--- src/rtl/demux8_pkg.sv ---
// Shared types and constants for the 8-channel demux frame sequencer.
package demux8_pkg;

  localparam int NUM_CH = 8;
  localparam int SEL_W  = 3;

  typedef enum logic [1:0] {
    IDLE  = 2'd0,
    DRIVE = 2'd1,
    DONE  = 2'd2
  } state_t;

endpackage

--- src/rtl/demux8_next_ch.sv ---
// Combinational channel finder: lowest set mask bit, either overall (first)
// or strictly above the current channel.
module demux8_next_ch
  import demux8_pkg::*;
(
  input  logic [NUM_CH-1:0] mask,
  input  logic [SEL_W-1:0]  ch,
  input  logic              first,
  output logic [SEL_W-1:0]  next_ch,
  output logic              found
);

  // Scanning downwards lets the lowest qualifying bit win.
  always_comb begin
    next_ch = '0;
    found   = 1'b0;
    for (int i = NUM_CH - 1; i >= 0; i--) begin
      if (mask[i] && (first || (i > int'(ch)))) begin
        next_ch = SEL_W'(i);
        found   = 1'b1;
      end
    end
  end

endmodule

--- src/rtl/demux8_frame_seq.sv ---
// Frame sequencer: walks enabled channels in ascending order, holding each
// channel's select and data bit for HOLD_CYCLES cycles, then pulses frame_done.
module demux8_frame_seq
  import demux8_pkg::*;
#(
  parameter int HOLD_CYCLES = 4,
  parameter int CNT_W       = 8
) (
  input  logic        clk,
  input  logic        rst,
  input  logic        start,
  input  logic [7:0]  frame_in,
  input  logic [7:0]  chan_mask,
  output logic        busy,
  output logic        din,
  output logic        s2,
  output logic        s1,
  output logic        s0,
  output logic        sel_valid,
  output logic        frame_done
);

  state_t              state_q, state_d;
  logic [CNT_W-1:0]    cnt_q, cnt_d;
  logic [SEL_W-1:0]    ch_q, ch_d;
  logic [NUM_CH-1:0]   frame_q, frame_d;
  logic [NUM_CH-1:0]   mask_q, mask_d;
  logic                busy_q, busy_d;
  logic                din_q, din_d;
  logic                valid_q, valid_d;
  logic                done_q, done_d;

  logic                first;
  logic [NUM_CH-1:0]   search_mask;
  logic [SEL_W-1:0]    nxt_ch;
  logic                nxt_found;

  // In IDLE the search runs on the live mask so the first channel loads on the accepting edge.
  assign first       = (state_q == IDLE);
  assign search_mask = first ? chan_mask : mask_q;

  demux8_next_ch u_next_ch (
    .mask    (search_mask),
    .ch      (ch_q),
    .first   (first),
    .next_ch (nxt_ch),
    .found   (nxt_found)
  );

  always_ff @(posedge clk or posedge rst) begin
    if (rst) begin
      state_q <= IDLE;
    end else begin
      state_q <= state_d;
    end
  end

  always_comb begin
    state_d = state_q;
    cnt_d   = cnt_q;
    ch_d    = ch_q;
    frame_d = frame_q;
    mask_d  = mask_q;
    unique case (state_q)
      IDLE: begin
        if (start) begin
          frame_d = frame_in;
          mask_d  = chan_mask;
          if (nxt_found) begin
            state_d = DRIVE;
            ch_d    = nxt_ch;
            cnt_d   = CNT_W'(HOLD_CYCLES - 1);
          end else begin
            state_d = DONE;
          end
        end
      end
      DRIVE: begin
        if (cnt_q != '0) begin
          cnt_d = cnt_q - 1'b1;
        end else if (nxt_found) begin
          ch_d  = nxt_ch;
          cnt_d = CNT_W'(HOLD_CYCLES - 1);
        end else begin
          state_d = DONE;
        end
      end
      DONE: begin
        state_d = IDLE;
      end
      default: begin
        state_d = IDLE;
      end
    endcase
  end

  // Outputs are decoded from the next state so they appear registered, one edge after the decision.
  always_comb begin
    busy_d  = (state_d == DRIVE);
    valid_d = (state_d == DRIVE);
    done_d  = (state_d == DONE);
    din_d   = (state_d == DRIVE) ? frame_d[ch_d] : 1'b0;
  end

  always_ff @(posedge clk or posedge rst) begin
    if (rst) begin
      cnt_q   <= '0;
      ch_q    <= '0;
      frame_q <= '0;
      mask_q  <= '0;
      busy_q  <= 1'b0;
      din_q   <= 1'b0;
      valid_q <= 1'b0;
      done_q  <= 1'b0;
    end else begin
      cnt_q   <= cnt_d;
      ch_q    <= ch_d;
      frame_q <= frame_d;
      mask_q  <= mask_d;
      busy_q  <= busy_d;
      din_q   <= din_d;
      valid_q <= valid_d;
      done_q  <= done_d;
    end
  end

  assign busy       = busy_q;
  assign din        = din_q;
  assign s2         = ch_q[2];
  assign s1         = ch_q[1];
  assign s0         = ch_q[0];
  assign sel_valid  = valid_q;
  assign frame_done = done_q;

endmodule

--- config.mk ---
export PLATFORM = sky130hd
export DESIGN_NAME = demux8_frame_seq
export DESIGN_NICKNAME = d
export VERILOG_FILES = /design/src/rtl/demux8_pkg.sv /design/src/rtl/demux8_next_ch.sv /design/src/rtl/demux8_frame_seq.sv
export SDC_FILE = /design/constraint.sdc
export NUM_CORES = 1
export LEC_CHECK = 0
export CAP_MARGIN = 10
export CORE_ASPECT_RATIO = 1.1
export CORE_MARGIN = 4
export CORE_UTILIZATION = 54
export CTS_BUF_LIST = sky130_fd_sc_hd__clkbuf_4 sky130_fd_sc_hd__clkbuf_8 sky130_fd_sc_hd__clkbuf_16
export DETAILED_ROUTE_END_ITERATION = 10
export PLACE_DENSITY = 0.83
export SYNTH_ARGS = -nofsm -noshare
export SYNTH_HDL_FRONTEND = slang
export SYNTH_SLANG_ARGS = --single-unit
--- constraint.sdc ---
create_clock -name clk -period 2.85 [get_ports clk]
set_input_delay 0.57 -clock clk [delete_from_list [all_inputs] [get_ports clk]]
set_output_delay 0.57 -clock clk [all_outputs]
set_load 0.01 [all_outputs]
==> results of run 1 <==
-- per-layer routing --
| metal | global-route usage | wire (µm) | vias to the layer above |
|---|---|---|---|
| li1 | - | - | 723 |
| met1 | 0.254 | 1790 | 739 |
| met2 | 0.385 | 2010 | 54 |
| met3 | 0.0509 | 200 | 9 |
| met4 | 0.0744 | 55 | 0 |
| met5 | 0 | 0 | - |
-- area by class of cell --
cell class / count / share of cell area
repair buffers: 44 / 0.174
flip-flops and latches: 31 / 0.344
multi-input cells: 126 / 0.415
inverters: 9 / 0.0150
well taps: 34 / 0.0189
clock buffers: 8 / 0.0322
-- final timing paths --
kind / startpoint / endpoint / slack (ns)
worst max-delay path: chan_mask[4] / din$_DFF_PP0_ / 0.18
worst min-delay path: cnt_q[7]$_DFFE_PP0P_ / cnt_q[7]$_DFFE_PP0P_ / 0.49
worst max register to register: state_q[0]$_DFF_PP0_ / din$_DFF_PP0_ / 0.25
worst min register to register: cnt_q[7]$_DFFE_PP0P_ / cnt_q[7]$_DFFE_PP0P_ / 0.49
max in group asynchronous: rst / state_q[1]$_DFF_PP0_ / 1.97
min in group asynchronous: rst / frame_q[0]$_DFF_PP0_ / 0.60
-- cells in the final DEF (no fill, tap or decap), types with 2 or more instances in the layout --
cell / count
a31oi_1: 3
nor4_1: 2
clkbuf_8: 2
a21oi_1: 8
mux2_2: 18
nand2_1: 14
nand2b_1: 5
and3_1: 2
o21ai_0: 12
inv_1: 9
nor3_1: 5
or3_1: 3
buf_4: 19
a2111oi_0: 2
and2_1: 2
nor2b_1: 3
nor2_1: 11
dfrtp_1: 31
clkdlybuf4s50_1: 25
mux2i_1: 5
clkbuf_4: 6
ha_1: 2
-- kinds of logic (layout without fill, tap and decap cells) --
family / Yosys count / count (layout) / share of synthesized area
and+or+nand+nor: 56 / 56 / 0.176
AOI/OAI and AO/OA: 44 / 44 / 0.187
DFF: 31 / 31 / 0.437
muxes: 23 / 23 / 0.142
buffers and inverters: 15 / 61 / 0.0381
adders and majority gates: 2 / 2 / 0.0141
xor gates and xnor gates: 1 / 1 / 0.00494
-- registers in the layout (all words and copies together) (netlist names) --
name and cells:
ch_q 3, cnt_q 8, din 1, frame_done 1, frame_q 8, mask_q 7, sel_valid 1, state_q 2
-- power breakdown --
| part | leakage, nW | internal [W] | switching (W) | total [W] |
|---|---|---|---|---|
| clock network | 0.0420 | 0.000155 | 0.000154 | 0.000308 |
| registers | 0.391 | 0.000440 | 0.00000146 | 0.000441 |
| logic | 0.595 | 0.0000304 | 0.0000200 | 0.0000504 |
| total | 1.03 | 0.000625 | 0.000175 | 0.000800 |
-- worst max-delay path: cells and delay by family --
family          cells  cell delay [ns]
buf+inv             3             0.79
simple gates        3             0.76
compound gates      4             0.76
-- per-stage QoR --
stage	hold slack (ns)	util	total power (W)	setup slack, ns	instance area (µm²)
after floorplan	0.451	-	0.000460	0.312	1770
after global placement	0.472	0.702	0.000499	-0.0913	2180
after detailed placement	0.477	0.702	0.000501	-0.145	2180
after CTS	0.490	0.725	0.000806	0.0722	2250
after global routing	0.505	0.727	0.000835	0.0310	2250
final	0.494	0.727	0.000800	0.181	2250
-- timing repair --
action	4_1_cts	5_1_grt
setup buffers	0	0
setup endpoints to repair	0	5
resized for setup	0	1
==> out/metrics.csv, run 1 <==
stage,metric,value,unit
run_status,status,"finished, final reports clean",
clock_tree,clock_latency,0.34,ns
sta,rsz0062_at_grt,false,
sta,fin_crit_sh,0.936,
critical_path,path_common_cell,buf_4,
critical_path,critical_path_class,in -> reg,
floorplan,initial_core_util,0.572,
sta,min_period,2.67,ns
critical_path,cp_slowest_cell,or4_1,
global_routing,antenna_found_initial,0,
detailed_routing,drc,0,
critical_path,path_cells,clkdlybuf4s50_1 > or4_1 > o21ai_0 > nand4_1 > buf_4 > o31ai_1 > a211oi_2 > buf_4 > nand2b_1 > o22ai_2,
synth,syn_area,1770,µm²
synth,synth.most_common_cell,dfrtp_1,
floorplan,dieHeight,68.1,µm
clock_tree,cts_root_buf,clkbuf_4,
critical_path,critPathRequiredTime,3.07,ns
clock_tree,hold_buffers,0,
floorplan,die_area,4270,µm²
min_path,hold_depth,1,
pwr,p_per_area,355,nW/µm²
layout,diodes,0,
global_routing,grt_first_pass_wirelength,7040,µm
clock_tree,path_clk_slew,0.09,ns
critical_path,worstRegToRegCells,8,
layout,drive_gt1_frac,0.252,
detailed_routing,wl_per_cell,16.1,µm
synth,async_reset_ff_frac,1.00,
placement,place_congestion,0.949,
detailed_routing,routed_wl,4060,µm
global_routing,grt_max_degree,32,
detailed_routing,post_drt_via_cell_ratio,6.05,
layout,seqCellArea,776,µm²
detailed_routing,first_iter_violations,100,
detailed_routing,drt_pass1_iterations,4,
sta,tightest_slew,0.522,ns
global_routing,grt_pass1_vias,1543,
pwr,peakVddDrop,0.000269,V
layout,fillers,235,
synth,synth_top_cell_by_area,dfrtp_1,
detailed_routing,dr_total_vias,1525,
synth,synth_edf_count,0,
synth,yosysUniqueCellTypes,49,
floorplan,io_pins,26,
synth,avgSynthCellArea,10.3,µm²
sta,slew_viol_final,0,
critical_path,worstPathArrival,2.89,ns
critical_path,startpoint_type,input pin,
sta,finalHoldViolCount,0,
critical_path,cp_slowest_stage_delay,0.51,ns
synth,yosys-top-cells-area,"dfrtp_1 44%, mux2_2 11%, o21ai_0 3.4%, nand2_1 3.0%, mux2i_1 2.8%",
floorplan,die_width,62.7,µm
synth,syn_inst,172,
layout,syn_to_final_growth,27.0,%
sta,setup_viol_count_final,0,
detailed_routing,drt.antenna.violating_nets,0,
layout,fin_nets,238,
floorplan,num_rows,21,
synth,synth_common_cells,"31 x dfrtp_1, 18 x mux2_2, 14 x nand2_1",
layout,layout.cells.non_filler,252,
placement,dp_cells,244,
placement,port_buffers,25,
sta,slew_headroom,0.643,
layout,multi_input_area,936,µm²
clock_tree,cts_buffer_depth,2,
clock_tree,cts_htree_levels,2,
synth,synth.top_cell.area_share,0.437,
synth,ys_seq_area_frac,0.437,
sta,skew,0.00992,ns
synth,synth_fp_nets,193,
job,cap_violations,0,
global_routing,overflow,0,
synth,ys.flop_type,dfrtp_1,
synth,yosys_register_bits,31,
global_routing,grtUsageTotal,0.214,
placement,dp_hpwl,3120,µm
clock_tree,cts_tree,done,
min_path,min_path_type,reg -> reg,
clock_tree,cts_buffers,5,
sta,timing.fmax,375,MHz
clock_tree,clock_sinks,31,
pwr,p_leak,1.03,nW
sta,fin_setup_tns,0,ns
floorplan,fp.coreArea,3100,µm²
critical_path,end_kind,flop,
synth,synth_warnings,0,
critical_path,critical_path_peak_fanout,8,
Power figures use the tool's default switching activity.
==> run 2, diff against run 1 <==
- ABC_AREA: not set -> 0
==> results of run 2 <==
Final layout, timing and power as in run 1 (identical DEF).
